[config.mk]
export PLATFORM = sky130hd
export DESIGN_NAME = pipe_hazard_ctrl_flat
export DESIGN_NICKNAME = d
export VERILOG_FILES = /design/src/rtl/pipe_hazard_ctrl_if.sv /design/src/rtl/pipe_hazard_ctrl.sv /design/src/flat_wrapper.sv
export SDC_FILE = /design/constraint.sdc
export NUM_CORES = 1
export LEC_CHECK = 0
export BUFFER_PORTS_ARGS = -buffer_cell sky130_fd_sc_hd__buf_4
export CAP_MARGIN = 15
export CORE_ASPECT_RATIO = 1.1
export CORE_MARGIN = 5
export CORE_UTILIZATION = 45
export DETAILED_ROUTE_END_ITERATION = 8
export GPL_ROUTABILITY_DRIVEN = 0
export PLACE_DENSITY = 0.69
export SYNTH_ARGS = -nofsm -noshare
export SYNTH_HDL_FRONTEND = slang
export SYNTH_SLANG_ARGS = --single-unit
[constraint.sdc]
create_clock -name clk -period 2.19 [get_ports clk]
set_input_delay 0.219 -clock clk [delete_from_list [all_inputs] [get_ports clk]]
set_output_delay 0.219 -clock clk [all_outputs]
set_load 0.01 [all_outputs]
[src/rtl/pipe_hazard_ctrl_if.sv]
// Pipeline-to-hazard-controller bundle: stage icodes/status in, stall/bubble controls,
// run state and performance counters out.
interface pipe_hazard_ctrl_if #(
    parameter int unsigned CNT_W = 32
);
    logic             start;
    logic [3:0]       D_icode;
    logic [3:0]       d_srcA;
    logic [3:0]       d_srcB;
    logic [3:0]       E_icode;
    logic [3:0]       E_dstM;
    logic             e_Cnd;
    logic [3:0]       M_icode;
    logic [3:0]       m_stat;
    logic [3:0]       W_stat;

    logic             F_stall;
    logic             D_stall;
    logic             W_stall;
    logic             D_bubble;
    logic             E_bubble;
    logic             M_bubble;
    logic             set_cc;
    logic [1:0]       run_state;
    logic [3:0]       proc_stat;
    logic [CNT_W-1:0] cyc_cnt;
    logic [CNT_W-1:0] stall_cnt;
    logic [CNT_W-1:0] bub_cnt;
    logic [CNT_W-1:0] mispred_cnt;

    // Pipeline side
    modport master (
        output start, D_icode, d_srcA, d_srcB, E_icode, E_dstM, e_Cnd, M_icode, m_stat, W_stat,
        input  F_stall, D_stall, W_stall, D_bubble, E_bubble, M_bubble, set_cc,
        input  run_state, proc_stat, cyc_cnt, stall_cnt, bub_cnt, mispred_cnt
    );

    // Controller side
    modport slave (
        input  start, D_icode, d_srcA, d_srcB, E_icode, E_dstM, e_Cnd, M_icode, m_stat, W_stat,
        output F_stall, D_stall, W_stall, D_bubble, E_bubble, M_bubble, set_cc,
        output run_state, proc_stat, cyc_cnt, stall_cnt, bub_cnt, mispred_cnt
    );
endinterface

[src/rtl/pipe_hazard_ctrl.sv]
// Y86-64 pipeline control: hazard detection, stall/bubble generation, run-state
// sequencing and saturating performance counters.
module pipe_hazard_ctrl #(
    parameter int unsigned CNT_W = 32
) (
    input  logic              clk,
    input  logic              rst_n,
    pipe_hazard_ctrl_if.slave hz
);
    localparam logic [3:0] I_MRMOVQ = 4'h5;
    localparam logic [3:0] I_OPQ    = 4'h6;
    localparam logic [3:0] I_JXX    = 4'h7;
    localparam logic [3:0] I_RET    = 4'h9;
    localparam logic [3:0] I_POPQ   = 4'hB;
    localparam logic [3:0] R_NONE   = 4'hF;
    localparam logic [3:0] S_AOK    = 4'h1;
    localparam logic [3:0] S_BUB    = 4'h8;

    typedef enum logic [1:0] {
        ST_IDLE = 2'b00,
        ST_RUN  = 2'b01,
        ST_HALT = 2'b10
    } state_e;

    state_e           state_q;
    state_e           state_d;
    logic [3:0]       proc_stat_q;
    logic [CNT_W-1:0] cyc_q;
    logic [CNT_W-1:0] stall_q;
    logic [CNT_W-1:0] bub_q;
    logic [CNT_W-1:0] mispred_q;

    logic lu_c;
    logic ret_c;
    logic mp_c;
    logic exc_m_c;
    logic exc_w_c;
    logic running_c;

    function automatic logic is_exc(input logic [3:0] s);
        return (s != S_AOK) && (s != S_BUB);
    endfunction

    function automatic logic [CNT_W-1:0] sat_inc(input logic [CNT_W-1:0] v);
        return (&v) ? v : v + CNT_W'(1);
    endfunction

    // Raw hazard terms; gated by run state where they drive controls
    always_comb begin
        lu_c    = ((hz.E_icode == I_MRMOVQ) || (hz.E_icode == I_POPQ)) &&
                  (hz.E_dstM != R_NONE) &&
                  ((hz.E_dstM == hz.d_srcA) || (hz.E_dstM == hz.d_srcB));
        ret_c   = (hz.D_icode == I_RET) || (hz.E_icode == I_RET) || (hz.M_icode == I_RET);
        mp_c    = (hz.E_icode == I_JXX) && !hz.e_Cnd;
        exc_m_c = is_exc(hz.m_stat);
        exc_w_c = is_exc(hz.W_stat);
        running_c = (state_q == ST_RUN);
    end

    // State register
    always_ff @(posedge clk or negedge rst_n) begin
        if (!rst_n) state_q <= ST_IDLE;
        else        state_q <= state_d;
    end

    // Next-state: HALTED is terminal until reset
    always_comb begin
        state_d = state_q;
        unique case (state_q)
            ST_IDLE: if (hz.start) state_d = ST_RUN;
            ST_RUN:  if (exc_w_c)  state_d = ST_HALT;
            ST_HALT: state_d = ST_HALT;
            default: state_d = ST_IDLE;
        endcase
    end

    // Control outputs: frozen pipeline outside RUN; load/use outranks ret on D
    always_comb begin
        hz.F_stall  = 1'b1;
        hz.D_stall  = 1'b1;
        hz.W_stall  = 1'b1;
        hz.D_bubble = 1'b0;
        hz.E_bubble = 1'b0;
        hz.M_bubble = 1'b0;
        hz.set_cc   = 1'b0;
        if (running_c) begin
            hz.F_stall  = lu_c | ret_c;
            hz.D_stall  = lu_c;
            hz.W_stall  = exc_w_c;
            hz.D_bubble = mp_c | (ret_c & !lu_c);
            hz.E_bubble = mp_c | lu_c;
            hz.M_bubble = exc_m_c | exc_w_c;
            hz.set_cc   = (hz.E_icode == I_OPQ) & !exc_m_c & !exc_w_c;
        end
    end

    // Final status captured on the edge that enters HALTED
    always_ff @(posedge clk or negedge rst_n) begin
        if (!rst_n) begin
            proc_stat_q <= S_AOK;
        end else if (running_c && exc_w_c) begin
            proc_stat_q <= hz.W_stat;
        end
    end

    // Performance counters, active only in RUN (including the halting cycle)
    always_ff @(posedge clk or negedge rst_n) begin
        if (!rst_n) begin
            cyc_q     <= '0;
            stall_q   <= '0;
            bub_q     <= '0;
            mispred_q <= '0;
        end else if (running_c) begin
            cyc_q <= sat_inc(cyc_q);
            if (hz.F_stall)                  stall_q   <= sat_inc(stall_q);
            if (hz.D_bubble | hz.E_bubble)   bub_q     <= sat_inc(bub_q);
            if (mp_c)                        mispred_q <= sat_inc(mispred_q);
        end
    end

    assign hz.run_state   = state_q;
    assign hz.proc_stat   = proc_stat_q;
    assign hz.cyc_cnt     = cyc_q;
    assign hz.stall_cnt   = stall_q;
    assign hz.bub_cnt     = bub_q;
    assign hz.mispred_cnt = mispred_q;
endmodule
[src/flat_wrapper.sv]
// flat-port wrapper written by rule: the top's interface ports become plain ports
module pipe_hazard_ctrl_flat 
#(
    parameter int unsigned CNT_W = 32
)
  (clk, rst_n, hz_start, hz_D_icode, hz_d_srcA, hz_d_srcB, hz_E_icode, hz_E_dstM, hz_e_Cnd, hz_M_icode, hz_m_stat, hz_W_stat, hz_F_stall, hz_D_stall, hz_W_stall, hz_D_bubble, hz_E_bubble, hz_M_bubble, hz_set_cc, hz_run_state, hz_proc_stat, hz_cyc_cnt, hz_stall_cnt, hz_bub_cnt, hz_mispred_cnt);
  pipe_hazard_ctrl_if #(.CNT_W(CNT_W)) hz_i ();
  input  logic clk;
  input  logic rst_n;
  input wire logic [$bits(hz_i.start)-1:0] hz_start;
  input wire logic [$bits(hz_i.D_icode)-1:0] hz_D_icode;
  input wire logic [$bits(hz_i.d_srcA)-1:0] hz_d_srcA;
  input wire logic [$bits(hz_i.d_srcB)-1:0] hz_d_srcB;
  input wire logic [$bits(hz_i.E_icode)-1:0] hz_E_icode;
  input wire logic [$bits(hz_i.E_dstM)-1:0] hz_E_dstM;
  input wire logic [$bits(hz_i.e_Cnd)-1:0] hz_e_Cnd;
  input wire logic [$bits(hz_i.M_icode)-1:0] hz_M_icode;
  input wire logic [$bits(hz_i.m_stat)-1:0] hz_m_stat;
  input wire logic [$bits(hz_i.W_stat)-1:0] hz_W_stat;
  output wire logic [$bits(hz_i.F_stall)-1:0] hz_F_stall;
  output wire logic [$bits(hz_i.D_stall)-1:0] hz_D_stall;
  output wire logic [$bits(hz_i.W_stall)-1:0] hz_W_stall;
  output wire logic [$bits(hz_i.D_bubble)-1:0] hz_D_bubble;
  output wire logic [$bits(hz_i.E_bubble)-1:0] hz_E_bubble;
  output wire logic [$bits(hz_i.M_bubble)-1:0] hz_M_bubble;
  output wire logic [$bits(hz_i.set_cc)-1:0] hz_set_cc;
  output wire logic [$bits(hz_i.run_state)-1:0] hz_run_state;
  output wire logic [$bits(hz_i.proc_stat)-1:0] hz_proc_stat;
  output wire logic [$bits(hz_i.cyc_cnt)-1:0] hz_cyc_cnt;
  output wire logic [$bits(hz_i.stall_cnt)-1:0] hz_stall_cnt;
  output wire logic [$bits(hz_i.bub_cnt)-1:0] hz_bub_cnt;
  output wire logic [$bits(hz_i.mispred_cnt)-1:0] hz_mispred_cnt;
  assign hz_i.start = hz_start;
  assign hz_i.D_icode = hz_D_icode;
  assign hz_i.d_srcA = hz_d_srcA;
  assign hz_i.d_srcB = hz_d_srcB;
  assign hz_i.E_icode = hz_E_icode;
  assign hz_i.E_dstM = hz_E_dstM;
  assign hz_i.e_Cnd = hz_e_Cnd;
  assign hz_i.M_icode = hz_M_icode;
  assign hz_i.m_stat = hz_m_stat;
  assign hz_i.W_stat = hz_W_stat;
  assign hz_F_stall = hz_i.F_stall;
  assign hz_D_stall = hz_i.D_stall;
  assign hz_W_stall = hz_i.W_stall;
  assign hz_D_bubble = hz_i.D_bubble;
  assign hz_E_bubble = hz_i.E_bubble;
  assign hz_M_bubble = hz_i.M_bubble;
  assign hz_set_cc = hz_i.set_cc;
  assign hz_run_state = hz_i.run_state;
  assign hz_proc_stat = hz_i.proc_stat;
  assign hz_cyc_cnt = hz_i.cyc_cnt;
  assign hz_stall_cnt = hz_i.stall_cnt;
  assign hz_bub_cnt = hz_i.bub_cnt;
  assign hz_mispred_cnt = hz_i.mispred_cnt;
  pipe_hazard_ctrl #(.CNT_W(CNT_W)) u_core (.clk(clk), .rst_n(rst_n), .hz(hz_i));
endmodule
==> flow_metrics.py <==
metrics = {
    "cells_and_area": {
        "antenna_cells": 0,
        "mostFrequentLayoutCells": "buf_4 (214), dfrtp_1 (131), xnor2_1 (85), nand4_1 (55), nand2_1 (48)",
        "nets": 884,
        "drive_gt1_share_pct": 32.4,
        "final_common_cell": "buf_4",
        "syn2layout_area_growth_pct": 37.2,
        "finalNonFillerCells": 1043,
    },
    "timing": {
        "skew_ns": 0.00728,
        "hold_viol_final": 0,
        "rsz0062_at_grt": "false",
        "timing.fmax_mhz": 480,
        "tightest_slew_ns": 0.557,
        "slew_headroom_pct": 62.5,
        "finalSetupViolCount": 0,
        "drv_slew": 0,
        "period_needed_ns": 2.08,
        "min_period_over_period_pct": 95.1,
        "finalSetupTns_ns": 0,
        "whs_ns": 0.0505,
        "setup_ws_ns": 0.107,
    },
    "clock_tree": {
        "clk_latency_ns": 0.41,
        "cts_sinks": 134,
        "cts_tree": "built",
        "h-tree-depth": 4,
        "clockRootBuffer": "clkbuf_16",
        "cts_made_buffers": 17,
        "clkTransAtPathRegs_ns": 0.06,
        "clockBufferDepth": 2,
        "post-cts-setup-buffer-count": 0,
    },
    "setup_path": {
        "crit_buf_inv": 1,
        "worst_setup_path_startpoint": "u_core.hz.bub_cnt[1]",
        "cpLargestDelayFamily": "simple AND/OR/NAND/NOR gates",
        "crit_arrival_ns": 2.39,
        "r2r-start": "u_core.hz.bub_cnt[1]",
        "worstSetupPathDepth": 7,
        "path_class": "flip-flop to flip-flop",
        "reg2reg_slack_ns": 0.11,
        "path_cells": "ha_1 > nand2_1 > and4bb_2 > nand4_1 > o31ai_4 > buf_4 > mux2_2",
        "critical_path.endpoint": "u_core.hz.bub_cnt[1]",
        "crit_path_max_fanout": 14,
        "critPathCaptureType": "flip-flop",
        "rr_endpoint": "u_core.hz.bub_cnt[1]",
        "start_kind": "flip-flop",
        "cp.required_ns": 2.49,
        "slowest_delay_ns": 0.39,
        "critPathSlowestCell": "dfrtp_1",
        "reg2reg_depth": 7,
    },
    "place": {
        "io_buffers": 176,
        "pre_cts_ws_ns": -0.0930,
        "numPlacedInstances": 1014,
        "dpl.hpwl_mm": 13.3,
    },
    "synthesis": {
        "synth-edff-count": 0,
        "synthFlopType": "dfrtp_1",
        "synthTopCellsByArea": "dfrtp_1 (50%), xnor2_1 (11%), xor2_1 (6.2%), nand4_1 (5.2%), nand3_1 (3.5%)",
        "syn_area_um2": 6620,
        "synth_top_area_share_pct": 50.3,
        "syn_inst": 617,
        "yosysWarningCount": 0,
        "async_flop_share_pct": 100,
        "seq_area_frac_synth_pct": 50.7,
        "yosysTopAreaCell": "dfrtp_1",
        "synth_cell_type_count": 53,
        "avgSynthCellArea_um2": 10.7,
        "ys_seq_elements": 134,
        "syn_nets": 659,
    },
    "global_routing": {
        "grt_max_degree": 61,
        "top_usage_layer": "met2",
        "grt_use_met3_pct": 4.73,
        "grt_usage_pct": 20.7,
        "grt_pass1_vias": 5762,
        "grt_pass1_wl_mm": 28.8,
        "antenna_found_initial": 0,
        "met2_usage_pct": 36.2,
        "overflow": 0,
        "grtUsageMet1_pct": 25.1,
    },
    "hold_path": {
        "hold_path_class": "input pin to flip-flop",
        "min_from": "hz_W_stat[2]",
    },
    "floorplanning": {
        "ioPinCount": 177,
        "start_util_pct": 45.8,
        "die_area_um2": 17200,
        "die_y_um": 137,
        "num_rows": 46,
        "die_w_um": 126,
        "core_area_um2": 14400,
    },
    "power": {
        "ir_drop_mv": 0.536,
        "cellLeakagePower_nw": 4.49,
        "p_per_area_nw_per_um2": 738,
    },
    "routing": {
        "viasPerCell": 5.29,
        "ant_nets": 0,
        "drc": 0,
        "firstDrtPassIters": 5,
        "drtIter0Drc": 271,
        "vias": 5519,
        "wl_per_cell_um": 16.9,
        "totalWireLength_mm": 17.6,
    },
    "job": {
        "drv_cap": 0,
    },
    "outcome": {
        "status": "finished clean",
    },
}
[repair_timing]
action                                 CTS  global route
endpoints found under the hold margin   47             0
resized for setup                        4             9
pin swaps                                1             2
setup endpoints to repair                4            17
hold buffers                             1             0
cloned                                   0             0
[per-stage QoR]
step | total power [mW] | utilization [%] | instance area, µm²
global route | 7.00 | 62.9 | 9080
floorplan | 3.27 | - | 6620
global placement | 3.82 | 58.5 | 8440
CTS | 6.77 | 62.8 | 9070
detailed placement | 3.85 | 58.5 | 8440
finish | 6.71 | 62.9 | 9080
[worst min path at each step]
| stage | endpoint | slack [ns] | cells past startpoint |
|---|---|---|---|
| after floorplan | u_core.hz.bub_cnt[0] | -0.08 | 0 |
| after global placement | u_core.hz.mispred_cnt[27] | 0.19 | 1 |
| after CTS | u_core.hz.proc_stat[2] | 0.04 | 2 |
| after detailed placement | u_core.hz.mispred_cnt[27] | 0.19 | 1 |
| final | u_core.hz.proc_stat[2] | 0.05 | 2 |
| after global routing | u_core.hz.proc_stat[0] | 0.04 | 2 |
[metal layers]
metal / wire [µm] / up-vias / part of all wire (%)
li1: - / 2625 / -
met1: 7310 / 2738 / 42
met2: 9130 / 132 / 52
met3: 812 / 24 / 4.6
met4: 314 / 0 / 1.8
met5: 0 / - / 0
[cell usage after synthesis, types with 3 or more instances]
cell      number
a21oi_1        3
and2_1         7
and3_1        22
and4_1        11
buf_2          4
buf_6          3
clkbuf_1       5
dfrtp_1      133
ha_1           6
inv_1         16
mux2_2         6
nand2_1       48
nand3_1       46
nand4_1       55
nor2_1        40
nor3_1        25
nor4_1         4
o21ai_0        4
or2_2          5
or3_1          4
xnor2_1       85
xor2_1        47
[kinds of logic after synthesis]
kind of cell | after synthesis | share of synthesized area, %
xor gates and xnor gates | 132 | 17.5
and+or+nand+nor | 290 | 24.7
buffers and inverters | 28 | 2.00
muxes | 6 | 1.02
DFF | 134 | 50.7
AOI/OAI and AO/OA | 21 | 2.97
adders and majority gates | 6 | 1.13
[final cells by class]
| class | count | area, µm² |
|---|---|---|
| Inverter | 16 | 60.1 |
| Multi-Input combinational cell | 455 | 3170 |
| Tap cell | 192 | 240 |
| Timing Repair Buffer | 218 | 1670 |
| Sequential cell | 134 | 3360 |
| Clock inverter | 4 | 95.1 |
| Clock buffer | 24 | 492 |
| Fill cell | 1196 | 5360 |
[worst reg2reg max path: cells and delay by family (launching register included)]
family | cells | cell delay [ns]
DFF | 1 | 0.39
muxes | 1 | 0.35
and+or+nand+nor | 3 | 0.64
AOI/OAI and AO/OA | 1 | 0.14
buffers and inverters | 1 | 0.26
adders and majority gates | 1 | 0.20
[registers in the layout, summed over array words and instances (netlist names)]
signal / flops
u_core.hz.bub_cnt: 32
u_core.hz.cyc_cnt: 32
u_core.hz.mispred_cnt: 32
u_core.hz.proc_stat: 4
u_core.hz.run_state: 2
u_core.hz.stall_cnt: 32
[power by group]
group | switching (mW) | internal (mW) | total (mW)
combinational | 0.510 | 0.517 | 1.03
clock | 1.00 | 1.88 | 2.89
sequential | 0.157 | 2.64 | 2.79
total | 1.67 | 5.04 | 6.71
No activity file was read; power rests on OpenSTA's default activity.
